`src/rtl/divider_arbiter.sv`:
```
// Round-robin front end that shares one unsigned iterative divider among several requesters.
// Signs, divide-by-zero, signed overflow and small dividends are resolved here without the core.
module divider_arbiter #(
  parameter int DATA_WIDTH = 16,
  parameter int NUM_REQ    = 4
) (
  input  logic                          clk_i,
  input  logic                          rst_i,
  input  logic [NUM_REQ-1:0]            req_valid_i,
  output logic [NUM_REQ-1:0]            req_ready_o,
  input  logic [NUM_REQ*DATA_WIDTH-1:0] req_dividend_i,
  input  logic [NUM_REQ*DATA_WIDTH-1:0] req_divisor_i,
  input  logic [NUM_REQ-1:0]            req_signed_i,
  output logic                          rsp_valid_o,
  input  logic                          rsp_ready_i,
  output logic [$clog2(NUM_REQ)-1:0]    rsp_id_o,
  output logic [DATA_WIDTH-1:0]         rsp_quotient_o,
  output logic [DATA_WIDTH-1:0]         rsp_remainder_o,
  output logic                          rsp_div_by_zero_o,
  output logic [DATA_WIDTH-1:0]         div_dividend_o,
  output logic [DATA_WIDTH-1:0]         div_divisor_o,
  output logic                          div_valid_o,
  input  logic [DATA_WIDTH-1:0]         div_quotient_i,
  input  logic [DATA_WIDTH-1:0]         div_remainder_i,
  input  logic                          div_valid_i,
  input  logic                          div_idle_i
);

  localparam int IDW = $clog2(NUM_REQ);
  localparam int MSB = DATA_WIDTH - 1;

  localparam logic [2:0] S_IDLE    = 3'd0;
  localparam logic [2:0] S_PREPARE = 3'd1;
  localparam logic [2:0] S_LAUNCH  = 3'd2;
  localparam logic [2:0] S_WAIT    = 3'd3;
  localparam logic [2:0] S_FIXUP   = 3'd4;
  localparam logic [2:0] S_RESPOND = 3'd5;

  localparam logic [IDW:0]          NUM_REQ_W = (IDW+1)'(NUM_REQ);
  localparam logic [DATA_WIDTH-1:0] MOST_NEG  = {1'b1, {(DATA_WIDTH-1){1'b0}}};

  logic [2:0]            state_q;
  logic [IDW-1:0]        ptr_q;
  logic [IDW-1:0]        id_q;
  logic [DATA_WIDTH-1:0] a_q;
  logic [DATA_WIDTH-1:0] b_q;
  logic                  signed_q;
  logic [DATA_WIDTH-1:0] mag_a_q;
  logic [DATA_WIDTH-1:0] mag_b_q;
  logic                  qneg_q;
  logic                  rneg_q;
  logic [DATA_WIDTH-1:0] quot_q;
  logic [DATA_WIDTH-1:0] rem_q;
  logic                  dbz_q;

  logic [DATA_WIDTH-1:0] dividend_arr [NUM_REQ];
  logic [DATA_WIDTH-1:0] divisor_arr  [NUM_REQ];

  always_comb begin
    for (int k = 0; k < NUM_REQ; k++) begin
      dividend_arr[k] = req_dividend_i[k*DATA_WIDTH +: DATA_WIDTH];
      divisor_arr[k]  = req_divisor_i[k*DATA_WIDTH +: DATA_WIDTH];
    end
  end

  // Search upward from the requester after the last one served, wrapping at NUM_REQ.
  logic           grant_found;
  logic [IDW-1:0] grant_idx;
  logic [IDW:0]   cand;
  logic           grant_fire;

  always_comb begin
    grant_found = 1'b0;
    grant_idx   = '0;
    cand        = '0;
    for (int i = 1; i <= NUM_REQ; i++) begin
      cand = {1'b0, ptr_q} + (IDW+1)'(i);
      if (cand >= NUM_REQ_W) begin
        cand = cand - NUM_REQ_W;
      end
      if (!grant_found && req_valid_i[cand[IDW-1:0]]) begin
        grant_found = 1'b1;
        grant_idx   = cand[IDW-1:0];
      end
    end
  end

  assign grant_fire = (state_q == S_IDLE) && grant_found;

  always_comb begin
    req_ready_o = '0;
    if (grant_fire) begin
      req_ready_o[grant_idx] = 1'b1;
    end
  end

  logic                  a_neg;
  logic                  b_neg;
  logic [DATA_WIDTH-1:0] abs_a;
  logic [DATA_WIDTH-1:0] abs_b;
  logic                  is_zero;
  logic                  is_ovf;
  logic                  is_small;

  // The most negative value negates to itself, which is the correct unsigned magnitude.
  always_comb begin
    a_neg    = signed_q & a_q[MSB];
    b_neg    = signed_q & b_q[MSB];
    abs_a    = a_neg ? -a_q : a_q;
    abs_b    = b_neg ? -b_q : b_q;
    is_zero  = (b_q == '0);
    is_ovf   = signed_q && (a_q == MOST_NEG) && (b_q == '1);
    is_small = (abs_a < abs_b);
  end

  always_ff @(posedge clk_i) begin
    if (rst_i) begin
      state_q  <= S_IDLE;
      ptr_q    <= IDW'(NUM_REQ - 1);
      id_q     <= '0;
      a_q      <= '0;
      b_q      <= '0;
      signed_q <= 1'b0;
      mag_a_q  <= '0;
      mag_b_q  <= '0;
      qneg_q   <= 1'b0;
      rneg_q   <= 1'b0;
      quot_q   <= '0;
      rem_q    <= '0;
      dbz_q    <= 1'b0;
    end else begin
      case (state_q)
        S_IDLE: begin
          if (grant_fire) begin
            a_q      <= dividend_arr[grant_idx];
            b_q      <= divisor_arr[grant_idx];
            signed_q <= req_signed_i[grant_idx];
            id_q     <= grant_idx;
            ptr_q    <= grant_idx;
            state_q  <= S_PREPARE;
          end
        end
        S_PREPARE: begin
          mag_a_q <= abs_a;
          mag_b_q <= abs_b;
          qneg_q  <= signed_q & (a_q[MSB] ^ b_q[MSB]);
          rneg_q  <= a_neg;
          dbz_q   <= is_zero;
          if (is_zero) begin
            quot_q  <= '1;
            rem_q   <= a_q;
            state_q <= S_RESPOND;
          end else if (is_ovf) begin
            quot_q  <= a_q;
            rem_q   <= '0;
            state_q <= S_RESPOND;
          end else if (is_small) begin
            quot_q  <= '0;
            rem_q   <= a_q;
            state_q <= S_RESPOND;
          end else begin
            state_q <= S_LAUNCH;
          end
        end
        S_LAUNCH: begin
          if (div_idle_i) begin
            state_q <= S_WAIT;
          end
        end
        S_WAIT: begin
          if (div_valid_i) begin
            quot_q  <= div_quotient_i;
            rem_q   <= div_remainder_i;
            state_q <= S_FIXUP;
          end
        end
        S_FIXUP: begin
          quot_q  <= qneg_q ? -quot_q : quot_q;
          rem_q   <= rneg_q ? -rem_q : rem_q;
          state_q <= S_RESPOND;
        end
        S_RESPOND: begin
          if (rsp_ready_i) begin
            state_q <= S_IDLE;
          end
        end
        default: begin
          state_q <= S_IDLE;
        end
      endcase
    end
  end

  assign rsp_valid_o       = (state_q == S_RESPOND);
  assign rsp_id_o          = id_q;
  assign rsp_quotient_o    = quot_q;
  assign rsp_remainder_o   = rem_q;
  assign rsp_div_by_zero_o = dbz_q;

  assign div_valid_o    = (state_q == S_LAUNCH) && div_idle_i;
  assign div_dividend_o = mag_a_q;
  assign div_divisor_o  = mag_b_q;

endmodule

```
`config.mk`:
```
export PLATFORM = sky130hd
export DESIGN_NAME = divider_arbiter
export DESIGN_NICKNAME = d
export VERILOG_FILES = /design/src/rtl/divider_arbiter.sv
export SDC_FILE = /design/constraint.sdc
export NUM_CORES = 1
export LEC_CHECK = 0
export BUFFER_PORTS_ARGS = -buffer_cell sky130_fd_sc_hd__buf_2
export CAP_MARGIN = 30
export CORE_MARGIN = 2
export CORE_UTILIZATION = 46
export CTS_BUF_LIST = sky130_fd_sc_hd__clkbuf_16
export CTS_CLUSTER_SIZE = 12
export DETAILED_ROUTE_END_ITERATION = 10
export PLACE_DENSITY_LB_ADDON = 0.15
export SYNTH_ARGS = -nofsm -noshare
export SYNTH_HDL_FRONTEND = slang
export SYNTH_SLANG_ARGS = --single-unit
```
`constraint.sdc`:
```
create_clock -name clk_i -period 3.32 [get_ports clk_i]
set_clock_uncertainty 0.05 [all_clocks]
set_input_delay 0.166 -clock clk_i [delete_from_list [all_inputs] [get_ports clk_i]]
set_output_delay 0.166 -clock clk_i [all_outputs]
set_load 0.02 [all_outputs]
```
==> flow_summary.json <==
{
  "status": "finished with violations",
  "violations": "setup timing",
  "yosys.area_share.simple_pct": 31.7,
  "place.gp.congestion": 0.942,
  "synth_top_area_cell": "dfxtp_1",
  "vias": 8010,
  "fmax_mhz": 293,
  "overflow": 0,
  "grt_usage_pct": 27.6,
  "cts_root_buf": "clkbuf_16",
  "numPortBuffers": 245,
  "finalMaxSlewViolations": 0,
  "antenna_found_initial": 0,
  "drtIter0Drc": 574,
  "hold_start": "div_remainder_i[15]",
  "hold_depth": 3,
  "ctsHoldBuffers": 0,
  "synth-compound-area-share_pct": 22.4,
  "setup_slack_ns": -0.0924,
  "first_pass_iters": 5,
  "insertion_delay_ns": 0.35,
  "p_leak_nw": 4.26,
  "ff2ff_path_depth": 15,
  "drt_wl_total_mm": 23.0,
  "multi_input_area_sq_um": 4640,
  "synth.area.top_cells": "dfxtp_1 31%, nand2_1 13%, nor2_1 6.4%, a21oi_1 4.9%, ha_1 3.6%",
  "detail-route-antenna-nets": 0,
  "hold_ws_ns": 0.0305,
  "synth_edf_count": 0,
  "syn_inst": 983,
  "dieHeight_um": 126,
  "ys.flop_type": "dfxtp_1",
  "synthMuxAreaShare_pct": 0.146,
  "total_power_mw": 9.97,
  "worst_ep_required_time_ns": 3.48,
  "cts_buffer_depth": 2,
  "grt_pass1_wl_mm": 36.1,
  "area_delta_synth_final_pct": 35.2,
  "grt_pass1_vias": 7112,
  "seqCellArea_sq_um": 2150,
  "cp_max_fo": 7,
  "hold_path.class": "input pin to flop",
  "yosysSeqAreaShare_pct": 31.2,
  "dp_cells": 1404,
  "fillCellCount": 1362,
  "synth_top_family_by_area": "simple AND/OR/NAND/NOR gates",
  "core_region_area_sq_um": 14600,
  "ys_types": 60,
  "num-nets-final": 1444,
  "rsz0062_at_grt": "true",
  "insertedDiodeCount": 0,
  "num_rows": 44,
  "critPathKind": "flop to flop",
  "yosysWarnings": 0,
  "rr_endpoint": "rsp_remainder_o[3]",
  "synth_most_common_cell": "nand2_1",
  "min_to": "rsp_remainder_o[15]",
  "h-tree-depth": 3,
  "start_kind": "flop",
  "end_kind": "flop",
  "dp_worst_setup_slack_ns": -0.128,
  "cts_tree": "yes",
  "drc": 0,
  "peakVddDrop_mv": 0.446,
  "viasPerCell": 5.56,
  "numCtsBuffers": 9,
  "yosys.area.top_type_share_pct": 31.2,
  "ys_async_sr_fraction_pct": 0,
  "hpwlAfterDp_mm": 17.1,
  "die_area_sq_um": 15900,
  "reg2reg_from": "b_q[4]",
  "hold_viol": 0,
  "clk_pin_slew_worst_paths_ns": 0.07,
  "drt-wirelength-per-cell_um": 15.9,
  "max_cap_viol_count": 0,
  "slew_headroom_pct": 42.8,
  "die_width_um": 126,
  "p_per_area_nw_per_um2": 1070,
  "netlist_area_sq_um": 6880,
  "grt_max_degree": 66,
  "stdcell_count": 1440,
  "ys_seq_elements": 107,
  "clock_sinks": 107,
  "yosys.area_share.adder_pct": 3.64,
  "rrSetupSlack_ns": -0.09,
  "final.period_utilization_pct": 103,
  "synth_nets": 1176,
  "avgSynthCellArea_sq_um": 6.99,
  "layout-drive-gt1-share_pct": 31.3,
  "synthTopCellsByCount": "238 x nand2_1, 117 x nor2_1, 107 x dfxtp_1",
  "worstPathArrival_ns": 3.57,
  "fin_crit_ns": 3.41,
  "synth_xor_area_share_pct": 6.11,
  "setup_viol": 34,
  "initial_core_util_pct": 47.1,
  "finish.utilization_pct": 63.7,
  "tightest_slew_ns": 0.851,
  "pin_count": 246
}
[state kept, by name, summed over array words and instances, names as in the netlist]
name	count
div_dividend_o	16
div_divisor_o	16
rsp_div_by_zero_o	1
rsp_id_o	2
state_q	3
rneg_q	1
rsp_remainder_o	16
signed_q	1
ptr_q	2
qneg_q	1
b_q	16
a_q	16
rsp_quotient_o	16
[kinds of logic (layout without fill, tap and decap cells)]
logic type / count (synthesis) / count (layout)
and+or+nand+nor: 498 / 498
AOI/OAI and AO/OA: 225 / 226
DFF: 107 / 107
buffers and inverters: 84 / 356
xor gates and xnor gates: 48 / 48
adders and majority gates: 20 / 20
muxes: 1 / 1
[timing repair]
| item | 4_1_cts | 5_1_grt |
|---|---|---|
| cloned | 2 | 0 |
| endpoints found under the setup margin | 31 | 35 |
| hold endpoints to repair | 0 | 0 |
| resized for setup | 16 | 35 |
| buffers inserted | 10 | 8 |
| pin swaps | 10 | 23 |
[placed cells by master, fill, tap and decap left out, types with 7 or more instances in the layout]
master       n
nand2b_1     8
xor2_1      26
xnor2_1     20
ha_1        20
a22oi_1     11
nor3_1      26
nand2_1    238
dfxtp_1    104
o21ai_0     17
a21oi_1     65
nor2_2       8
nand4_1      9
o211ai_1    33
or4_1        7
a311oi_1    10
buf_6        7
a221oi_1     8
buf_4       74
inv_1       11
nand3_1     44
a211oi_1    29
buf_2      245
nor2_1     109
clkbuf_16    9
nor4_1       9
[layout make-up]
cell class              count  area share, %
clock inverters             7          0.969
flip-flops and latches    107           23.1
clock buffers               9           2.42
inverters                  11          0.444
multi-input cells         793           49.9
repair buffers            329           20.7
well taps                 184           2.48
[per-stage QoR]
| stage | TNS (ns) | instance area (sq um) |
|---|---|---|
| floorplan | 0 | 6890 |
| global placement | -0.279 | 8610 |
| detailed placement | -2.79 | 8610 |
| CTS | -0.00699 | 9080 |
| global route | -7.38 | 9300 |
| finish | -1.78 | 9300 |
[how the worst max path moves through the flow]
stage,startpoint,end,cells after the start
after floorplan,b_q[10],rsp_quotient_o[4],13
after global placement,b_q[2],rsp_quotient_o[14],13
after detailed placement,b_q[2],rsp_remainder_o[3],13
after CTS,b_q[1],state_q[0],15
after global routing,b_q[4],rsp_remainder_o[2],15
final,b_q[4],rsp_remainder_o[3],15
[critical path, stage by stage, from the launching register on]
cell and delay, ns:
dfxtp_4 0.37, nor3_4 0.19, nand2b_1 0.11, nor3_2 0.21
nand3b_1 0.21, o31ai_2 0.29, xor2_1 0.23, ha_1 0.30
nand4_1 0.11, nor3_1 0.05, a2111o_1 0.42, buf_6 0.15
a21oi_4 0.23, buf_6 0.18, buf_4 0.11, a311oi_1 0.07
[layer usage]
| layer | up-vias | routed length (um) | share of wire (%) | GRT usage [%] |
|---|---|---|---|---|
| met5 | - | 0 | 0 | 0 |
| met4 | 0 | 524 | 2.3 | 8.53 |
| met3 | 44 | 1640 | 7.1 | 4.63 |
| met2 | 348 | 10300 | 45 | 43.2 |
| met1 | 3613 | 10500 | 46 | 38.9 |
| li1 | 4005 | - | - | - |
[power by group]
| group | total, mW | internal (mW) | switching [mW] |
|---|---|---|---|
| Sequential | 2.23 | 1.75 | 0.478 |
| Clock | 1.16 | 0.661 | 0.496 |
| Combinational | 6.59 | 2.84 | 3.75 |
Note: power is estimated with default switching activity, not from simulation.
